--- src/rtl/bus_endpoint.sv ---
// Bus endpoint: host-side TX FIFO feeding a shared bus and an ID-filtered
// RX FIFO draining it, with drop/misroute/underflow error reporting.
module bus_endpoint #(
   parameter int          pckg_sz   = 16,
   parameter int          deep_fifo = 8,
   parameter logic [7:0]  id        = 8'h00,
   parameter logic [7:0]  broadcast = 8'hFF
) (
   input  logic                         clk,
   input  logic                         reset,
   input  logic                         tx_valid,
   input  logic [pckg_sz-1:0]           tx_data,
   output logic                         tx_ready,
   output logic                         pndng,
   output logic [pckg_sz-1:0]           D_pop,
   input  logic                         pop,
   input  logic                         push,
   input  logic [pckg_sz-1:0]           D_push,
   output logic                         rx_valid,
   output logic [pckg_sz-1:0]           rx_data,
   input  logic                         rx_ready,
   output logic [$clog2(deep_fifo):0]   tx_count,
   output logic [$clog2(deep_fifo):0]   rx_count,
   output logic [7:0]                   drop_cnt,
   output logic [7:0]                   misroute_cnt,
   output logic                         underflow
);

   localparam int AW = $clog2(deep_fifo);
   localparam int CW = AW + 1;
   localparam logic [CW-1:0] DEPTH = CW'(deep_fifo);

   logic [pckg_sz-1:0] r_tx_mem [deep_fifo];
   logic [pckg_sz-1:0] r_rx_mem [deep_fifo];
   logic [AW-1:0]      r_tx_wp, r_tx_rp;
   logic [AW-1:0]      r_rx_wp, r_rx_rp;
   logic [CW-1:0]      r_tx_cnt, r_rx_cnt;
   logic [7:0]         r_drop, r_misroute;
   logic               r_underflow;

   logic               w_tx_wr, w_tx_rd;
   logic               w_rx_wr, w_rx_rd;
   logic               w_hit, w_drop, w_misroute;
   logic [7:0]         w_dest;

   assign tx_ready = (r_tx_cnt < DEPTH);
   assign pndng    = (r_tx_cnt != '0);
   assign D_pop    = pndng ? r_tx_mem[r_tx_rp] : '0;
   assign rx_valid = (r_rx_cnt != '0);
   assign rx_data  = rx_valid ? r_rx_mem[r_rx_rp] : '0;

   assign tx_count     = r_tx_cnt;
   assign rx_count     = r_rx_cnt;
   assign drop_cnt     = r_drop;
   assign misroute_cnt = r_misroute;
   assign underflow    = r_underflow;

   assign w_tx_wr = tx_valid & tx_ready;
   assign w_tx_rd = pop & pndng;

   // A full RX FIFO still accepts when the host drains the head this cycle
   assign w_dest     = D_push[pckg_sz-1:pckg_sz-8];
   assign w_hit      = (w_dest == id) || (w_dest == broadcast);
   assign w_rx_rd    = rx_valid & rx_ready;
   assign w_rx_wr    = push & w_hit & ((r_rx_cnt < DEPTH) | w_rx_rd);
   assign w_drop     = push & w_hit & ~w_rx_wr;
   assign w_misroute = push & ~w_hit;

   // Storage is never reset; pointers and counts define validity
   always_ff @(posedge clk) begin
      if (w_tx_wr)
         r_tx_mem[r_tx_wp] <= tx_data;
      if (w_rx_wr)
         r_rx_mem[r_rx_wp] <= D_push;
   end

   always_ff @(posedge clk) begin
      if (reset) begin
         r_tx_wp     <= '0;
         r_tx_rp     <= '0;
         r_tx_cnt    <= '0;
         r_underflow <= 1'b0;
      end else begin
         if (w_tx_wr)
            r_tx_wp <= r_tx_wp + 1'b1;
         if (w_tx_rd)
            r_tx_rp <= r_tx_rp + 1'b1;
         if (w_tx_wr && !w_tx_rd)
            r_tx_cnt <= r_tx_cnt + 1'b1;
         else if (!w_tx_wr && w_tx_rd)
            r_tx_cnt <= r_tx_cnt - 1'b1;
         if (pop && !pndng)
            r_underflow <= 1'b1;
      end
   end

   always_ff @(posedge clk) begin
      if (reset) begin
         r_rx_wp    <= '0;
         r_rx_rp    <= '0;
         r_rx_cnt   <= '0;
         r_drop     <= '0;
         r_misroute <= '0;
      end else begin
         if (w_rx_wr)
            r_rx_wp <= r_rx_wp + 1'b1;
         if (w_rx_rd)
            r_rx_rp <= r_rx_rp + 1'b1;
         if (w_rx_wr && !w_rx_rd)
            r_rx_cnt <= r_rx_cnt + 1'b1;
         else if (!w_rx_wr && w_rx_rd)
            r_rx_cnt <= r_rx_cnt - 1'b1;
         if (w_drop && r_drop != 8'hFF)
            r_drop <= r_drop + 8'd1;
         if (w_misroute && r_misroute != 8'hFF)
            r_misroute <= r_misroute + 8'd1;
      end
   end

endmodule

--- config.mk ---
export PLATFORM = sky130hd
export DESIGN_NAME = bus_endpoint
export DESIGN_NICKNAME = d
export VERILOG_FILES = /design/src/rtl/bus_endpoint.sv
export SDC_FILE = /design/constraint.sdc
export NUM_CORES = 1
export LEC_CHECK = 0
export ABC_AREA = 1
export CAP_MARGIN = 20
export CORE_MARGIN = 4
export CORE_UTILIZATION = 39
export DETAILED_ROUTE_END_ITERATION = 7
export PLACE_DENSITY = 0.62
export SLEW_MARGIN = 30
export SYNTH_ARGS = -nofsm -noshare
export SYNTH_HDL_FRONTEND = slang
export SYNTH_SLANG_ARGS = --single-unit
export TNS_END_PERCENT = 30
--- constraint.sdc ---
create_clock -name clk -period 3.6 [get_ports clk]
set_input_delay 0.36 -clock clk [delete_from_list [all_inputs] [get_ports clk]]
set_output_delay 0.36 -clock clk [all_outputs]
set_load 0.01 [all_outputs]
After elaboration in Yosys (flattened, before gate mapping)
Memory sizes are Yosys's and may differ from the RTL's. A register that Yosys moved wholly into a read port is not among the register bits. Index checks and enable logic that the tools add are counted.

Memory bits (writable): 256. Register bits after elaboration: 37. Output and inout port bits: 60. Memories: 2. Bits of input ports: 38. Logic and storage cells: 68.

Memories: r_rx_mem (words 8, bits a word 16, read ports 1, clocked after Yosys merged registers in 1, wr ports 1, line 34) `logic [pckg_sz-1:0] r_rx_mem [deep_fifo];`; r_tx_mem (words 8, bits a word 16, read ports 1, clocked after Yosys merged registers in 1, wr ports 1, line 33) `logic [pckg_sz-1:0] r_tx_mem [deep_fifo];`.

Multiplexer cells: 14. Add/sub/neg operators: 10. Bitwise gates (word level): 10. Reductions and logical operators: 18. Eq/ne operators: 3. Order comparisons: 2.

Operator list (number): $mux W16 (2); $add A8 B1 Y8 const B (2); $mux W4 (4); $ne A8 B8 Y1 const B (2); $add A3 B1 Y3 const B (4); $mux W3 (4); $add A4 B1 Y4 const B (2); $eq A8 B8 Y1 const B (1); $logic_not A8 Y1 (1); $lt A4 B4 Y1 const B (2); $reduce_bool A4 Y1 (2); $sub A4 B1 Y4 const B (2); $and A1 B1 Y1 (7); $logic_and A1 B1 Y1 (7); $logic_not A1 Y1 (5); $mux W1 (4); $reduce_bool A2 Y1 (2); $not A1 Y1 (2); $logic_or A1 B1 Y1 (1); $or A1 B1 Y1 (1).

Longest topological paths before layout
Word-level depth: 8. Mapped depth: 17.

Worst setup path before layout
OpenSTA, ideal clock, no wires.

Path type: register to register. Start: register r_rx_cnt[3] (netlist: rx_count[3]). End: memory r_rx_mem[4][0], enable pin. Stages on the path, launching flop included: 9. Data arrival time: 2201 ps. Setup slack: 990 ps. Library setup time: 409 ps. Period minus slack after synthesis: 2610 ps. Data required time: 3191 ps. Cell sequence: dfxtp_1 nor2_2 nand2_4 nand2_4 nand2_4 nand3_4 inv_4 nand2_4 nor3_1.

Cells in the longest elaborated chain, start to end: 6. Elaborated cells on any way between the ends: 7.

Ends and longest elaborated chain: from (decl) (line 37) `logic [CW-1:0] r_tx_cnt, r_rx_cnt;`; from (signal assigned) (line 110) `r_rx_cnt <= r_rx_cnt + 1'b1;`; from (signal assigned) (line 112) `r_rx_cnt <= r_rx_cnt - 1'b1;`; branches (longest 2 deep; another with $lt A4 B4 Y1); $or A1 B1 Y1 (*) (line 65) `assign w_rx_wr = push & w_hit & ((r_rx_cnt < DEPTH) | w_rx_rd);`; $and A1 B1 Y1 (*) (line 65); named net w_rx_wr (line 42) `logic w_rx_wr, w_rx_rd;`; $mux W1 (*) (line 73) `if (w_rx_wr)`; $mux W1 (not written as such) (*) (line 74) `r_rx_mem[r_rx_wp] <= D_push;`; to (decl) (line 34).

Mark *: on every way through the listed nets, which the timed path passes.

==> metrics.csv <==
stage,metric,value,unit
yosys,synth_cell_types,32,
yosys,ys_warn_count,0,
global_route,grt_usage,15.94,%
run,cap_violations,0,
yosys,synth-compound-area-share,11.15,%
clock_tree,path_clk_slew,60,ps
timing,finalSetupTns,0,ps
yosys,ys_ff_latch,299,
worst_hold_path,min-delay-path-class,reg2reg,
setup_path,critPathLaunchType,register,
timing,hold_slack,451.2,ps
global_route,grt_first_pass_wirelength,43790,um
setup_path,rrSetupSlack,860,ps
clock_tree,clockBufferDepth,3,
die,start_util,39.92,%
global_route,grt_pass1_vias,8119,
route,drt-initial-drc-count,578,
clock_tree,hold_buffers,0,
power,powerDensity,728.5,nW/um^2
timing,relSlewSlack,48.14,%
clock_tree,cts_sinks,299,
yosys,yosys.area_share.simple,13.45,%
finish,final_cell_mix,"281 x nor2_1, 256 x edfxtp_1, 189 x o21ai_0",
die,io_pins,98,
yosys,synth_seq_area_share,69.27,%
clock_tree,clk_latency,500,ps
run_status,status,completed,
clock_tree,post_cts_resized,0,
finish,ff_latch_area,8551,um^2
die,die_h,185.9,um
setup_path,crit_chain,inv_1 > nor2_1 > o21ai_0 > a31oi_1 > clkdlybuf4s50_1,
yosys,synth_cells,1096,
yosys,synth-xor-area-share,0.7807,%
route,routed_wl,27820,um
finish,post-route-util,48.26,%
yosys,synth_top_family_by_area,simple AND/OR/NAND/NOR gates,
global_route,antenna_found_initial,0,
finish,final_common_cell,nor2_1,
timing,period_needed,3322,ps
timing,tightest_slew,775.7,ps
setup_path,crit_path_end_kind,output pin,
finish,drive_gt1_share,8.738,%
power,p_leak,0.005192,uW
yosys,synth_mux_area_share,0,%
power,ir_drop,0.5332,mV
clock_tree,h-tree-depth,2,
yosys,synthAdderAreaFrac,1.541,%
route,vias,8332,
finish,nets,1262,
setup_path,crit_slowest_cell,dfxtp_1,
die,die_area,34550,um^2
clock_tree,cts_root_buf,clkbuf_16,
setup_path,worstPathMaxFanout,16,
setup_path,max_stage_delay,710,ps
die,row_count,64,
yosys,netlist_area,12340,um^2
timing,rsz0062_at_grt,no,
setup_path,required,3240,ps
timing,clock_skew,21.80,ps
timing,finalHoldViolCount,0,
place,port_buffers,97,
place,place_congestion,0.7603,
setup_path,path_class,reg2out,
clock_tree,cts_setup_buffers,0,
timing,period_share,92.28,%
global_route,grt_max_degree,47,
route,via_per_inst,5.102,
die,coreArea,30910,um^2
timing,slew_viol_final,0,
finish,fill_cells,2758,
finish,multiInputGateArea,3343,um^2
finish,area_growth_syn_to_layout,20.88,%
route,dr.pass1.iters,5,
yosys,synth.net_count,1148,
clock_tree,cts_tree,yes,
route,ant_nets,0,
timing,finalSetupViolations,0,
global_route,grt-ovfl-total,0,
die,die-width,185.9,um
route,drc,0,
yosys,avgSynthCellArea,11.26,um^2
clock_tree,numCtsBuffers,35,
timing,max_freq,301.0,MHz
place,dp_hpwl,16500,um
route,avgRoutedWirePerCell,17.03,um
setup_path,arrival,2960,ps
-- power breakdown --
group          leakage (uW)  switching [uW]  total (uW)  internal (uW)
clock              0.000522            1340        3280           1930
combinational       0.00201            2060        3500           1440
sequential          0.00266             157        4100           3940
total               0.00519            3550       10900           7310
-- critical path, delay by kind of cell, from the launching register on --
kind	cells	cell delay, ps
buffers and inverters	2	1130
flip-flops	1	710
AO/OA/AOI/OAI	2	430
AND/OR/NAND/NOR	1	190
-- logic make-up after synthesis --
family | count (synthesis)
AO/OA/AOI/OAI | 266
adder cells (fa/ha/maj) | 14
flip-flops | 299
XOR/XNOR | 11
buffers and inverters | 110
AND/OR/NAND/NOR | 396
-- Yosys cell counts --
cell type | number | share of area (%)
a21oi_1 | 26 | 1.1
fa_1 | 2 | 0.32
nand2_1 | 69 | 2.1
nand3_4 | 1 | 0.14
nor3_1 | 5 | 0.20
nor2_2 | 2 | 0.10
inv_4 | 2 | 0.10
nand2_4 | 6 | 0.55
buf_1 | 2 | 0.061
edfxtp_1 | 256 | 62
buf_2 | 14 | 0.57
o21ai_0 | 189 | 7.7
nand3_1 | 16 | 0.65
nor2_1 | 281 | 8.5
nand4_1 | 7 | 0.35
o21ai_1 | 17 | 0.69
nor3_2 | 4 | 0.32
inv_2 | 2 | 0.061
nand3_2 | 2 | 0.16
inv_1 | 54 | 1.6
buf_4 | 7 | 0.43
a31oi_1 | 32 | 1.6
xnor2_1 | 3 | 0.21
dfxtp_1 | 43 | 7.0
or2_2 | 1 | 0.051
xor2_1 | 8 | 0.57
clkbuf_1 | 28 | 0.85
ha_1 | 12 | 1.2
nand4_4 | 1 | 0.17
a21o_1 | 2 | 0.12
buf_6 | 1 | 0.091
nand4_2 | 1 | 0.10
-- sequential cells by signal (all words and copies together), names as in the netlist, named ones only --
signal and cells:
r_tx_mem 128, r_tx_rp 3, underflow 1, rx_count 4, r_rx_rp 3, r_rx_mem 128
drop_cnt 8, tx_count 4, misroute_cnt 8, r_rx_wp 3, r_tx_wp 3
-- final timing paths --
kind	cells past startpoint	startpoint	to
setup / recovery	5	register	D_pop[10]
hold / removal	2	r_rx_rp[2]$_SDFFE_PP0P_	register
setup reg to reg	13	tx_count[1]$_SDFFE_PP0P_	tx_count[3]$_SDFFE_PP0P_
hold reg to reg	2	r_rx_rp[2]$_SDFFE_PP0P_	register
-- stage by stage --
| stage | instances | worst slack [ps] | power, uW | instance area (um^2) |
|---|---|---|---|---|
| floorplan | 1096 | 989.7 | 6123 | 12340 |
| global placement | 1569 | 514.5 | 7650 | 13840 |
| detailed placement | 1569 | 465.5 | 7686 | 13840 |
| CTS | 1632 | 223.6 | 11000 | 14910 |
| global route | 1632 | 85.09 | 11530 | 14910 |
| finish | 1633 | 277.8 | 10870 | 14920 |
-- layout make-up --
cell class              instances  area share, %
flip-flops and latches        299          57.32
clock buffers                  44          6.308
repair buffers                129          8.203
inverters                      58          1.493
well taps                     396          3.322
clock inverters                19         0.9227
multi-input cells             687          22.41
diodes                          1        0.01678
-- routing by layer --
metal  vias to the layer above  track usage (%)  wire length [um]  share of wire (%)
li1                       4078                -                 -                  -
met3                        51            2.853              1334                4.8
met4                         0            4.634               643                2.3
met1                      4009            22.40             12970                 47
met2                       194            25.58             12870                 46
met5                         -                0                 0                  0
Power figures use the tool's default switching activity.
